==> src/rtl/tuner_corr_seq.sv <==
// tuner_corr_seq: time-multiplexed correlator bank with windowed argmax and thresholded detection
module tuner_corr_seq #(
   parameter int width_p     = 12,
   parameter int frac_p      = 10,
   parameter int notes_p     = 7,
   parameter int window_p    = 65536,
   parameter int acc_width_p = 32
) (
   input  logic                         clk_i,
   input  logic                         reset_ni,
   input  logic [width_p-1:0]           audio_i,
   input  logic [notes_p*width_p-1:0]   ref_i,
   input  logic                         valid_i,
   output logic                         ready_o,
   input  logic [acc_width_p-1:0]       thresh_i,
   output logic [$clog2(notes_p)-1:0]   index_o,
   output logic [acc_width_p-1:0]       mag_o,
   output logic                         detected_o,
   output logic                         valid_o,
   input  logic                         ready_i
);
   localparam int idx_w = $clog2(notes_p);
   localparam int cnt_w = $clog2(window_p + 1);
   localparam logic [idx_w-1:0] last_lp = idx_w'(notes_p - 1);
   localparam logic [cnt_w-1:0] win_last_lp = cnt_w'(window_p - 1);
   localparam logic signed [acc_width_p-1:0] max_lp = {1'b0, {(acc_width_p-1){1'b1}}};
   localparam logic signed [acc_width_p-1:0] min_lp = {1'b1, {(acc_width_p-1){1'b0}}};

   if (notes_p < 2 || window_p < 1 || acc_width_p < 2*width_p || frac_p >= width_p) begin : g_param_check
      $error("tuner_corr_seq: illegal parameter set");
   end

   typedef enum logic [1:0] {IDLE, MAC, SCAN, OUT} state_t;

   state_t                        state;
   logic signed [width_p-1:0]     audio_q;
   logic signed [width_p-1:0]     ref_q [notes_p];
   logic signed [acc_width_p-1:0] acc [notes_p];
   logic signed [2*width_p-1:0]   prod;
   logic signed [acc_width_p:0]   sum;
   logic signed [acc_width_p-1:0] cur, acc_next;
   logic [acc_width_p-1:0]        mag, best_mag, win_mag;
   logic [idx_w-1:0]              ptr, best_idx, win_idx;
   logic [cnt_w-1:0]              cnt;
   logic                          take;

   // One extra accumulator bit exposes overflow; the most negative value reports as +max
   always_comb begin
      cur      = acc[ptr];
      prod     = (2*width_p)'(audio_q) * (2*width_p)'(ref_q[ptr]);
      sum      = (acc_width_p+1)'(cur) + (acc_width_p+1)'(prod);
      acc_next = (sum[acc_width_p] != sum[acc_width_p-1]) ? (sum[acc_width_p] ? min_lp : max_lp)
                                                          : sum[acc_width_p-1:0];
      mag      = (cur == min_lp) ? max_lp : (cur[acc_width_p-1] ? -cur : cur);
      take     = (ptr == '0) || (mag > best_mag);
      win_idx  = take ? ptr : best_idx;
      win_mag  = take ? mag : best_mag;
   end

   always_ff @(posedge clk_i or negedge reset_ni) begin
      if (!reset_ni) begin
         state      <= IDLE;
         ready_o    <= 1'b1;
         valid_o    <= 1'b0;
         index_o    <= '0;
         mag_o      <= '0;
         detected_o <= 1'b0;
         cnt        <= '0;
         ptr        <= '0;
         best_idx   <= '0;
         best_mag   <= '0;
         audio_q    <= '0;
         for (int k = 0; k < notes_p; k++) begin
            acc[k]   <= '0;
            ref_q[k] <= '0;
         end
      end else begin
         case (state)
            IDLE: if (valid_i && ready_o) begin
               audio_q <= audio_i;
               for (int k = 0; k < notes_p; k++) ref_q[k] <= ref_i[k*width_p +: width_p];
               ptr     <= '0;
               ready_o <= 1'b0;
               state   <= MAC;
            end
            MAC: begin
               acc[ptr] <= acc_next;
               ptr      <= ptr + 1'b1;
               if (ptr == last_lp) begin
                  ptr <= '0;
                  cnt <= cnt + 1'b1;
                  if (cnt == win_last_lp) state <= SCAN;
                  else begin
                     state   <= IDLE;
                     ready_o <= 1'b1;
                  end
               end
            end
            SCAN: begin
               best_idx <= win_idx;
               best_mag <= win_mag;
               ptr      <= ptr + 1'b1;
               if (ptr == last_lp) begin
                  ptr        <= '0;
                  index_o    <= win_idx;
                  mag_o      <= win_mag;
                  detected_o <= win_mag >= thresh_i;
                  valid_o    <= 1'b1;
                  state      <= OUT;
               end
            end
            default: if (ready_i) begin
               for (int k = 0; k < notes_p; k++) acc[k] <= '0;
               cnt     <= '0;
               valid_o <= 1'b0;
               ready_o <= 1'b1;
               state   <= IDLE;
            end
         endcase
      end
   end
endmodule
==> config.mk <==
export PLATFORM = sky130hd
export DESIGN_NAME = tuner_corr_seq
export DESIGN_NICKNAME = d
export VERILOG_FILES = /design/src/rtl/tuner_corr_seq.sv
export SDC_FILE = /design/constraint.sdc
export NUM_CORES = 1
export LEC_CHECK = 0
export CORE_MARGIN = 2
export CORE_UTILIZATION = 45
export CTS_CLUSTER_DIAMETER = 40
export DETAILED_ROUTE_END_ITERATION = 10
export PLACE_DENSITY = 0.65
export SYNTH_ARGS = -nofsm -noshare
export SYNTH_HDL_FRONTEND = slang
export SYNTH_SLANG_ARGS = --single-unit
==> constraint.sdc <==
create_clock -name clk_i -period 8.5 [get_ports clk_i]
set_input_delay 1.7 -clock clk_i [delete_from_list [all_inputs] [get_ports clk_i]]
set_output_delay 1.7 -clock clk_i [all_outputs]
set_load 0.02 [all_outputs]
==> results.sh <==
export IMPL_status="completed"
export IMPL_yosys_area_share_adder=0.206
export IMPL_fin_setup_tns_ns=0
export IMPL_cp_start_kind="register"
export IMPL_synth_top_area_share=0.360
export IMPL_core_area_sq_um=63100
export IMPL_slew_limit_headroom=0.159
export IMPL_drcViolationCount=0
export IMPL_drt_iter0_drc=1595
export IMPL_grt_use_met3=0.0477
export IMPL_netlist_instances=2857
export IMPL_drtPass1Iterations=6
export IMPL_nNetsFinal=3578
export IMPL_leakage_nw=16.6
export IMPL_ys_async_sr_fraction=1.00
export IMPL_hold_violations=0
export IMPL_tightestPinTransition_ns=1.26
export IMPL_n_fill_cell=5446
export IMPL_clk_latency_ns=0.62
export IMPL_dp_cells=3851
export IMPL_rsz0062_at_grt="true"
export IMPL_layout_commonest_cell="dfrtp_1"
export IMPL_peakVddDrop_mv=0.111
export IMPL_avgViaCountPerCell=5.63
export IMPL_grt_util_met1=0.348
export IMPL_clockBufferDepth=3
export IMPL_synth_edf_count=0
export IMPL_synth_compound_area_frac=0.115
export IMPL_setup_viol=0
export IMPL_timing_critical_path_mode_cell="fa_1"
export IMPL_avgSynthCellArea_sq_um=10.1
export IMPL_worstPathArrival_ns=8.74
export IMPL_rows=92
export IMPL_powerDensity_nw_per_um2=147
export IMPL_final_cell_mix="dfrtp_1 (411), nand2_1 (410), inv_1 (294)"
export IMPL_skew_ns=0.0274
export IMPL_ioPinCount=170
export IMPL_drv_slew=0
export IMPL_start_util=0.456
export IMPL_track_usage=0.258
export IMPL_register_area_sq_um=10400
export IMPL_period_share=0.967
export IMPL_synth_ff_type="dfrtp_1"
export IMPL_slowest_delay_ns=0.58
export IMPL_fp_dieW_um=257
export IMPL_place_hpwl_um=60000
export IMPL_maxCapViolCount=0
export IMPL_die_y_um=257
export IMPL_grt_pass1_wl_um=133000
export IMPL_muxShareOfSynthArea=0.120
export IMPL_via_count=22492
export IMPL_cts_root_buf="clkbuf_16"
export IMPL_cp_required_ns=9.01
export IMPL_synth_nets=3344
export IMPL_synth_xor_area_frac=0.0189
export IMPL_ys_top_cells_by_area="dfrtp_1 (36%), fa_1 (14%), ha_1 (6.8%), mux2_2 (6.1%), nand2_1 (5.4%)"
export IMPL_critPathKind="register to register"
export IMPL_instances_no_fill=3996
export IMPL_syn_area_sq_um=28800
export IMPL_h_tree_depth=3
export IMPL_final_cell_area_sq_um=34700
export IMPL_drtAntennaViolNets=0
export IMPL_multi_input_area_sq_um=16700
export IMPL_seq_area_frac_synth=0.361
export IMPL_cp_end_kind="register"
export IMPL_portBuffers=169
export IMPL_numCtsBuffers=72
export IMPL_clkTransAtPathRegs_ns=0.05
export IMPL_synth_top_family_by_area="adder cells"
export IMPL_synth_simple_gate_area_frac=0.117
export IMPL_dieArea_sq_um=66000
export IMPL_wl_per_cell_um=20.8
export IMPL_wirelength_um=83000
export IMPL_grt_max_degree=174
export IMPL_min_period_ns=8.22
export IMPL_drive_gt1_frac=0.159
export IMPL_place_congestion=0.913
export IMPL_clock_fmax_ghz=0.122
export IMPL_placedInstanceArea_sq_um=32000
export IMPL_antenna_found_initial=1
export IMPL_area_growth_pct=20.7
export IMPL_synth_distinct_cells=78
export IMPL_cts_tree="built"
export IMPL_grt_pass1_vias=23704
export IMPL_ys_seq_elements=415
export IMPL_yosys_area_top_type="dfrtp_1"
export IMPL_grt_remaining_overflow=0
export IMPL_path_max_fanout=19
export IMPL_cp_slowest_cell="or4_1"
export IMPL_gr_usage_met2=0.421
export IMPL_synth_warnings=0
export IMPL_clock_sinks=415
export IMPL_hp_class="register to register"
export IMPL_top_usage_layer="met2"
export IMPL_postCtsHoldBufs=0
==> path summary, 6_finish.rpt <==
path | from | end | slack, ns | cells after the start
hold reg to reg | acc[15] | acc[15] | 0.47 | 2
hold / removal | acc[15] | acc[15] | 0.47 | 2
setup / recovery | ptr[0] | acc[147] | 0.28 | 29
max in group asynchronous | reset_ni | mag_o[17] | 5.74 | 2
min in group asynchronous | reset_ni | ref_q[18] | 1.09 | 1
setup reg to reg | ptr[0] | acc[147] | 0.28 | 29
==> area by class of cell <==
cell class              instances  area share
multi-input cells            1995       0.480
repair buffers                313      0.0855
well taps                     846      0.0305
flip-flops and latches        415       0.299
diodes                          2    0.000144
clock inverters                44      0.0167
clock buffers                  87      0.0556
inverters                     294      0.0318
==> sequential cells by signal, indices dropped and copies added (netlist names), 2 cells and up <==
name and flops:
ptr 3, ref_q 84, best_mag 32, best_idx 3
cnt 17, state 2, index_o 3, audio_q 12
acc 224, mag_o 32
==> critical path, delay by kind of cell (launching register included) <==
| family | cells | cell delay (ns) |
|---|---|---|
| buffers and inverters | 9 | 1.20 |
| muxes | 1 | 0.50 |
| AOI/OAI and AO/OA | 7 | 1.38 |
| and+or+nand+nor | 5 | 1.26 |
| DFF | 1 | 0.54 |
| adders and majority gates | 7 | 3.24 |
==> metal layers <==
metal	wire length, um	up-vias
met5	0	-
met4	2450	0
met1	35200	11429
met3	5790	148
met2	39600	773
li1	-	10142
==> timing repair <==
action	CTS	global route
setup buffers	0	11
setup endpoints to repair	0	218
gates resized for setup	0	12
==> synthesized netlist by cell type (6+ instances only) <==
cell type / n
nand2_1: 415
dfrtp_1: 414
inv_1: 294
o21ai_0: 269
fa_1: 199
ha_1: 156
mux2_2: 156
nor2_1: 116
clkbuf_1: 111
mux2i_1: 84
a21oi_1: 73
xnor2_1: 44
and2_1: 40
a21o_1: 34
mux4_2: 33
nor2b_1: 32
nand4_1: 26
nand3_1: 25
nor3_1: 23
nand2b_1: 22
a31oi_1: 21
buf_2: 21
xor2_1: 18
o31ai_1: 15
a22oi_1: 14
and3_1: 14
o22ai_1: 14
or3_1: 13
o21a_1: 12
o2bb2ai_1: 11
a22o_1: 10
o211ai_1: 10
o221ai_1: 10
buf_1: 9
buf_6: 8
a211oi_1: 7
a221o_1: 7
o21ai_1: 6
o41ai_1: 6
==> cell families (layout without fill, tap and decap cells) <==
logic type | after synthesis | after routing
other cells | 0 | 2
flops | 415 | 415
buf+inv | 447 | 738
simple gates | 751 | 751
mux | 281 | 281
xor+xnor | 62 | 62
fa+ha+maj | 355 | 355
compound gates | 546 | 546
==> metrics by stage <==
step / utilization / setup slack (ns) / hold slack [ns] / power, mW
6_report: 0.550 / 0.277 / 0.472 / 5.09
2_1_floorplan: - / 0.0240 / 0.442 / 2.02
5_1_grt: 0.550 / -0.0781 / 0.490 / 5.24
3_5_place_dp: 0.508 / 0.148 / 0.464 / 2.13
4_1_cts: 0.547 / 0.111 / 0.476 / 5.14
3_3_place_gp: 0.508 / 0.180 / 0.457 / 2.13
==> power breakdown <==
group	internal, mW	total [mW]	switching [mW]
sequential	1.98	1.98	0.00000000000458
combinational	0.0599	0.116	0.0561
clock	1.94	3.00	1.06
total	3.97	5.09	1.12
Note: power is estimated with default switching activity, not from simulation.
